==> src/rtl/uart_tx_fifo.sv <==
// 8N1 UART transmitter behind a power-of-two byte FIFO; the start bit goes out one edge after a byte lands in an idle, empty block.
// tx_ready is low only while the FIFO is full or in reset. Back-to-back frames leave no idle gap between them.

module uart_tx_fifo_buf #(
    parameter int DEPTH = 4,
    parameter int DW    = 8
) (
    input  logic                    clk_10,
    input  logic                    rst,
    input  logic                    i_push,
    input  logic [DW-1:0]           i_dat,
    input  logic                    i_pop,
    output logic [DW-1:0]           o_dat,
    output logic [$clog2(DEPTH):0]  o_count
);
    localparam int AW = $clog2(DEPTH);
    localparam int CNTW = AW + 1;
    localparam logic [AW-1:0]   PTR_ONE = AW'(1);
    localparam logic [CNTW-1:0] CNT_ONE = CNTW'(1);

    logic [DW-1:0]   r_mem [DEPTH];
    logic [AW-1:0]   r_wr_ptr;
    logic [AW-1:0]   r_rd_ptr;
    logic [CNTW-1:0] r_count;

    // Pointers wrap naturally because DEPTH is a power of two.
    always_ff @(posedge clk_10) begin
        if (rst) begin
            r_wr_ptr <= '0;
            r_rd_ptr <= '0;
            r_count  <= '0;
        end else begin
            if (i_push) begin
                r_wr_ptr <= r_wr_ptr + PTR_ONE;
            end
            if (i_pop) begin
                r_rd_ptr <= r_rd_ptr + PTR_ONE;
            end
            case ({i_push, i_pop})
                2'b10:   r_count <= r_count + CNT_ONE;
                2'b01:   r_count <= r_count - CNT_ONE;
                default: r_count <= r_count;
            endcase
        end
    end

    always_ff @(posedge clk_10) begin
        if (i_push) begin
            r_mem[r_wr_ptr] <= i_dat;
        end
    end

    assign o_dat   = r_mem[r_rd_ptr];
    assign o_count = r_count;
endmodule

module uart_tx_fifo #(
    parameter int CLKS_PER_BIT = 87,
    parameter int FIFO_DEPTH   = 4
) (
    input  logic                          clk_10,
    input  logic                          rst,
    input  logic [7:0]                    tx_data,
    input  logic                          tx_valid,
    output logic                          tx_ready,
    output logic                          uart_tx,
    output logic                          busy,
    output logic [$clog2(FIFO_DEPTH):0]   fifo_count
);
    localparam int CW   = (CLKS_PER_BIT > 1) ? $clog2(CLKS_PER_BIT) : 1;
    localparam int AW   = $clog2(FIFO_DEPTH);
    localparam int CNTW = AW + 1;
    localparam logic [CW-1:0]   BIT_LAST = CW'(CLKS_PER_BIT - 1);
    localparam logic [CW-1:0]   CW_ONE   = CW'(1);
    localparam logic [CNTW-1:0] FULL_CNT = CNTW'(FIFO_DEPTH);

    typedef enum logic [1:0] {
        IDLE,
        START,
        DATA,
        STOP
    } state_t;

    state_t          r_state;
    state_t          w_state_nxt;
    logic [CW-1:0]   r_cnt;
    logic [CW-1:0]   w_cnt_nxt;
    logic [2:0]      r_idx;
    logic [2:0]      w_idx_nxt;
    logic [7:0]      r_shift;
    logic [7:0]      w_shift_nxt;
    logic            r_tx;
    logic            w_tx_nxt;
    logic            w_push;
    logic            w_pop;
    logic            w_fifo_nempty;
    logic [7:0]      w_head;
    logic [CNTW-1:0] w_count;

    assign tx_ready      = !rst && (w_count < FULL_CNT);
    assign w_push        = tx_valid && tx_ready;
    assign w_fifo_nempty = (w_count != '0);

    uart_tx_fifo_buf #(
        .DEPTH (FIFO_DEPTH),
        .DW    (8)
    ) u_fifo (
        .clk_10  (clk_10),
        .rst     (rst),
        .i_push  (w_push),
        .i_dat   (tx_data),
        .i_pop   (w_pop),
        .o_dat   (w_head),
        .o_count (w_count)
    );

    always_ff @(posedge clk_10) begin
        if (rst) begin
            r_state <= IDLE;
            r_cnt   <= '0;
            r_idx   <= '0;
            r_shift <= '0;
            r_tx    <= 1'b1;
        end else begin
            r_state <= w_state_nxt;
            r_cnt   <= w_cnt_nxt;
            r_idx   <= w_idx_nxt;
            r_shift <= w_shift_nxt;
            r_tx    <= w_tx_nxt;
        end
    end

    // The shift register is consumed LSB first; r_tx always holds the bit being sent.
    always_comb begin
        w_state_nxt = r_state;
        w_cnt_nxt   = r_cnt;
        w_idx_nxt   = r_idx;
        w_shift_nxt = r_shift;
        w_tx_nxt    = r_tx;
        w_pop       = 1'b0;
        unique case (r_state)
            IDLE: begin
                w_tx_nxt = 1'b1;
                if (w_fifo_nempty) begin
                    w_pop       = 1'b1;
                    w_shift_nxt = w_head;
                    w_cnt_nxt   = BIT_LAST;
                    w_tx_nxt    = 1'b0;
                    w_state_nxt = START;
                end
            end
            START: begin
                if (r_cnt == '0) begin
                    w_state_nxt = DATA;
                    w_tx_nxt    = r_shift[0];
                    w_shift_nxt = {1'b0, r_shift[7:1]};
                    w_idx_nxt   = '0;
                    w_cnt_nxt   = BIT_LAST;
                end else begin
                    w_cnt_nxt = r_cnt - CW_ONE;
                end
            end
            DATA: begin
                if (r_cnt == '0) begin
                    w_cnt_nxt = BIT_LAST;
                    if (r_idx == 3'd7) begin
                        w_state_nxt = STOP;
                        w_tx_nxt    = 1'b1;
                    end else begin
                        w_idx_nxt   = r_idx + 3'd1;
                        w_tx_nxt    = r_shift[0];
                        w_shift_nxt = {1'b0, r_shift[7:1]};
                    end
                end else begin
                    w_cnt_nxt = r_cnt - CW_ONE;
                end
            end
            STOP: begin
                if (r_cnt == '0) begin
                    if (w_fifo_nempty) begin
                        w_pop       = 1'b1;
                        w_shift_nxt = w_head;
                        w_cnt_nxt   = BIT_LAST;
                        w_tx_nxt    = 1'b0;
                        w_state_nxt = START;
                    end else begin
                        w_state_nxt = IDLE;
                    end
                end else begin
                    w_cnt_nxt = r_cnt - CW_ONE;
                end
            end
            default: begin
                w_state_nxt = IDLE;
                w_tx_nxt    = 1'b1;
            end
        endcase
    end

    assign uart_tx    = r_tx;
    assign busy       = (r_state != IDLE) || w_fifo_nempty;
    assign fifo_count = w_count;
endmodule

==> config.mk <==
export PLATFORM = sky130hd
export DESIGN_NAME = uart_tx_fifo
export DESIGN_NICKNAME = d
export VERILOG_FILES = /design/src/rtl/uart_tx_fifo.sv
export SDC_FILE = /design/constraint.sdc
export NUM_CORES = 1
export LEC_CHECK = 0
export ABC_AREA = 1
export CAP_MARGIN = 15
export CORE_MARGIN = 2
export CORE_UTILIZATION = 35
export CTS_CLUSTER_SIZE = 14
export DETAILED_ROUTE_END_ITERATION = 8
export GPL_TIMING_DRIVEN = 0
export PLACE_DENSITY = 0.58
export SYNTH_ARGS = -nofsm -noshare
export SYNTH_HDL_FRONTEND = slang
export SYNTH_SLANG_ARGS = --single-unit
export TNS_END_PERCENT = 50
==> constraint.sdc <==
create_clock -name clk_10 -period 2.35 [get_ports clk_10]
set_clock_uncertainty 0.05 [all_clocks]
set_input_delay 0.3525 -clock clk_10 [delete_from_list [all_inputs] [get_ports clk_10]]
set_output_delay 0.3525 -clock clk_10 [all_outputs]
set_load 0.01 [all_outputs]
==> impl_metrics.toml <==
[status]
status = "finished, final reports clean"

[finish]
diodes = 0
layout.cells.most_common = "nand2_1"
layout_common_cells = "78 x nand2_1, 70 x nor2_1, 36 x inv_1"
layout-drive-gt1-share_pct = 14.5
fin_util_pct = 42.5
final_nets = 419
area_delta_synth_final_pct = 19.9
fin_cells = 507
fillCellCount = 845

[global_route]
antenna_found_initial = 0
grt_pass1_vias = 2263
grt_pass1_wl_mm = 10.7
grt-ovfl-total = 0
grt_usage_pct = 14.2
grt_max_degree = 14

[cts]
clkLatencyLatePin_ns = 0.34
clock-sinks = 62
cts_tree = "done"
clk_path_buf_depth = 2
cts-root-buf = "clkbuf_8"
clk_pin_slew_ns = 0.08
htreeDepth = 3
numCtsBuffers = 9

[synth]
ys_warn_count = 0
synth-seq-cells = 62
synth_largest_area_cell = "edfxtp_1"
synth_top_area_share_pct = 31.6
syn_area_per_cell_um2 = 8.41
synthCells = 362
syn-num-nets = 387
ys_types = 26
synth_area_um2 = 3040
ys_top_cells_by_area = "edfxtp_1 32%, dfxtp_1 20%, nand2_1 9.6%, nor2_1 8.6%, ha_1 5.3%"
synth.yosys.seq_area_share_pct = 51.3

[place]
pre_cts_ws_ns = -0.277
gp_congestion = 0.861
io_buffers = 16
hpwl_mm = 4.39
post-place-cells = 486

[critical_path]
critPathMaxStageDelay_ns = 0.37
cp_top_family = "adder cells"
worstPathArrival_ns = 2.39
crit_type = "reg -> reg"
cpMostUsedCell = "inv_2"
cp-end-kind = "register"
cp.required_ns = 2.51
cp-startpoint = "r_state[1]"
crit_chain = "inv_2 -> ha_4 -> buf_6 -> inv_6 -> nand3_2 -> nand2_2 -> ha_2 -> inv_2 -> fa_2 -> a21oi_2 -> o21ai_1 -> xor2_1 -> nor2_1"
crit_end = "u_fifo.o_count[2]"
cp_max_fo = 6
r2r_start = "r_state[1]"
reg2reg_slack_ns = 0.13
crit_path_start_kind = "register"
worstRegToRegCells = 13
crit_cells = 13
rr_endpoint = "u_fifo.o_count[2]"
cp_num_buf_inv = 4
critPathSlowestCell = "dfxtp_4"

[flow_run]
cap_viol_max_count = 0

[routing]
wirelength_mm = 6.34
avgViaCountPerCell = 4.71
avgRoutedWirePerCell_um = 12.5
drt-initial-drc-count = 128
drc = 0
dr.pass1.iters = 4
ant_nets = 0
dr_total_vias = 2389

[floorplanning]
core_um2 = 8590
die_w_um = 97.2
fp-row-count = 34
dieHeight_um = 97.2
ioPinCount = 17
die_area_um2 = 9460
start_util_pct = 35.4

[sta]
setup_ws_ns = 0.128
slew_headroom_pct = 44.2
post-route-min-period_ns = 2.22
setup_viol = 0
hold_viol = 0
whs_ns = 0.425
fmax_mhz = 450
finalCritPeriodShare_pct = 94.6
maxSlewViolCount = 0
worst_pin_slew_ns = 0.833

[worst_hold_path]
hp-class = "reg -> reg"
min_from = "uart_tx"

[pwr]
power.total_w = 0.00479
cellLeakagePower_nw = 1.55
vdd.ir_drop.worst_v = 0.000686
power_density_nw_per_um2 = 1310
sequential cells by signal, indices dropped and copies added, names as in the netlist, named ones only:
signal	count
u_fifo.r_rd_ptr	2
uart_tx	1
r_state	2
r_shift	8
r_idx	3
u_fifo.r_mem	32
u_fifo.o_count	3
r_cnt	7
u_fifo.r_wr_ptr	2
synth_stat cells:
cell,instances
nand2_1,78
nor2_1,70
inv_1,40
edfxtp_1,32
dfxtp_1,30
o21ai_0,28
a21oi_1,21
nand3_1,14
ha_1,13
nand2_2,6
xor2_1,4
buf_2,3
nand4_1,3
nor2_4,3
buf_4,2
buf_6,2
nand2_4,2
nor3_1,2
or2_2,2
a21o_1,1
a21oi_2,1
clkbuf_1,1
clkbuf_2,1
fa_1,1
nand3_2,1
nand3b_4,1
metrics by stage:
step / TNS [ns] / area (µm²)
3_5_place_dp: -3.25 / 3340
2_1_floorplan: 0 / 3040
5_1_grt: -0.0219 / 3650
3_3_place_gp: -3.00 / 3340
6_report: 0 / 3650
4_1_cts: 0 / 3600
layout make-up:
class | instances | area (µm²) | share of cell area, %
Tap cell | 108 | 135 | 3.70
Buffer | 9 | 65.1 | 1.78
Clock inverter | 7 | 103 | 2.81
Sequential cell | 62 | 1570 | 42.9
Clock buffer | 9 | 124 | 3.40
Multi-Input combinational cell | 251 | 1300 | 35.7
Timing Repair Buffer | 21 | 198 | 5.42
Inverter | 40 | 155 | 4.25
power by group:
part / internal, W / switching [W] / leakage, nW / total, W
registers: 0.00134 / 0.000123 / 0.538 / 0.00146
clock network: 0.000614 / 0.000472 / 0.117 / 0.00109
logic: 0.000876 / 0.00137 / 0.896 / 0.00225
total: 0.00283 / 0.00196 / 1.55 / 0.00479
worst min-delay path by stage:
stage,endpoint,cells after the start
after floorplan,r_idx[2],1
after global placement,uart_tx,2
after detailed placement,uart_tx,2
after CTS,uart_tx,2
after global routing,r_cnt[0],1
final,uart_tx,2
what timing repair did:
| action | in CTS | in global routing |
|---|---|---|
| endpoints found under the setup margin | 1 | 1 |
| hold buffers | 0 | 0 |
| setup buffers | 3 | 2 |
| gates resized for setup | 7 | 10 |
| pin swaps | 2 | 5 |
per-layer routing:
layer  track usage (%)  part of all wire (%)  up-vias
met5                 0                     0        -
met4              5.13                   1.6        0
met3              2.88                   4.4       10
met2              22.4                    45       39
met1              19.3                    49     1108
li1                  -                     -     1232
tightest hold or removal path, cell delays in order (launching register included):
cell	delay, ns
dfxtp_1	0.34
a21oi_1	0.06
nand2_1	0.05
kinds of logic (layout without fill, tap and decap cells):
kind of cell,Yosys count,in the layout,share of synthesized area (%)
AOI/OAI and AO/OA,51,51,8.59
adders and majority gates,14,14,6.00
and+or+nand+nor,182,182,26.0
DFF,62,62,51.3
buffers and inverters,49,86,6.95
xor gates and xnor gates,4,4,1.15
(Power assumes the default switching activity.)
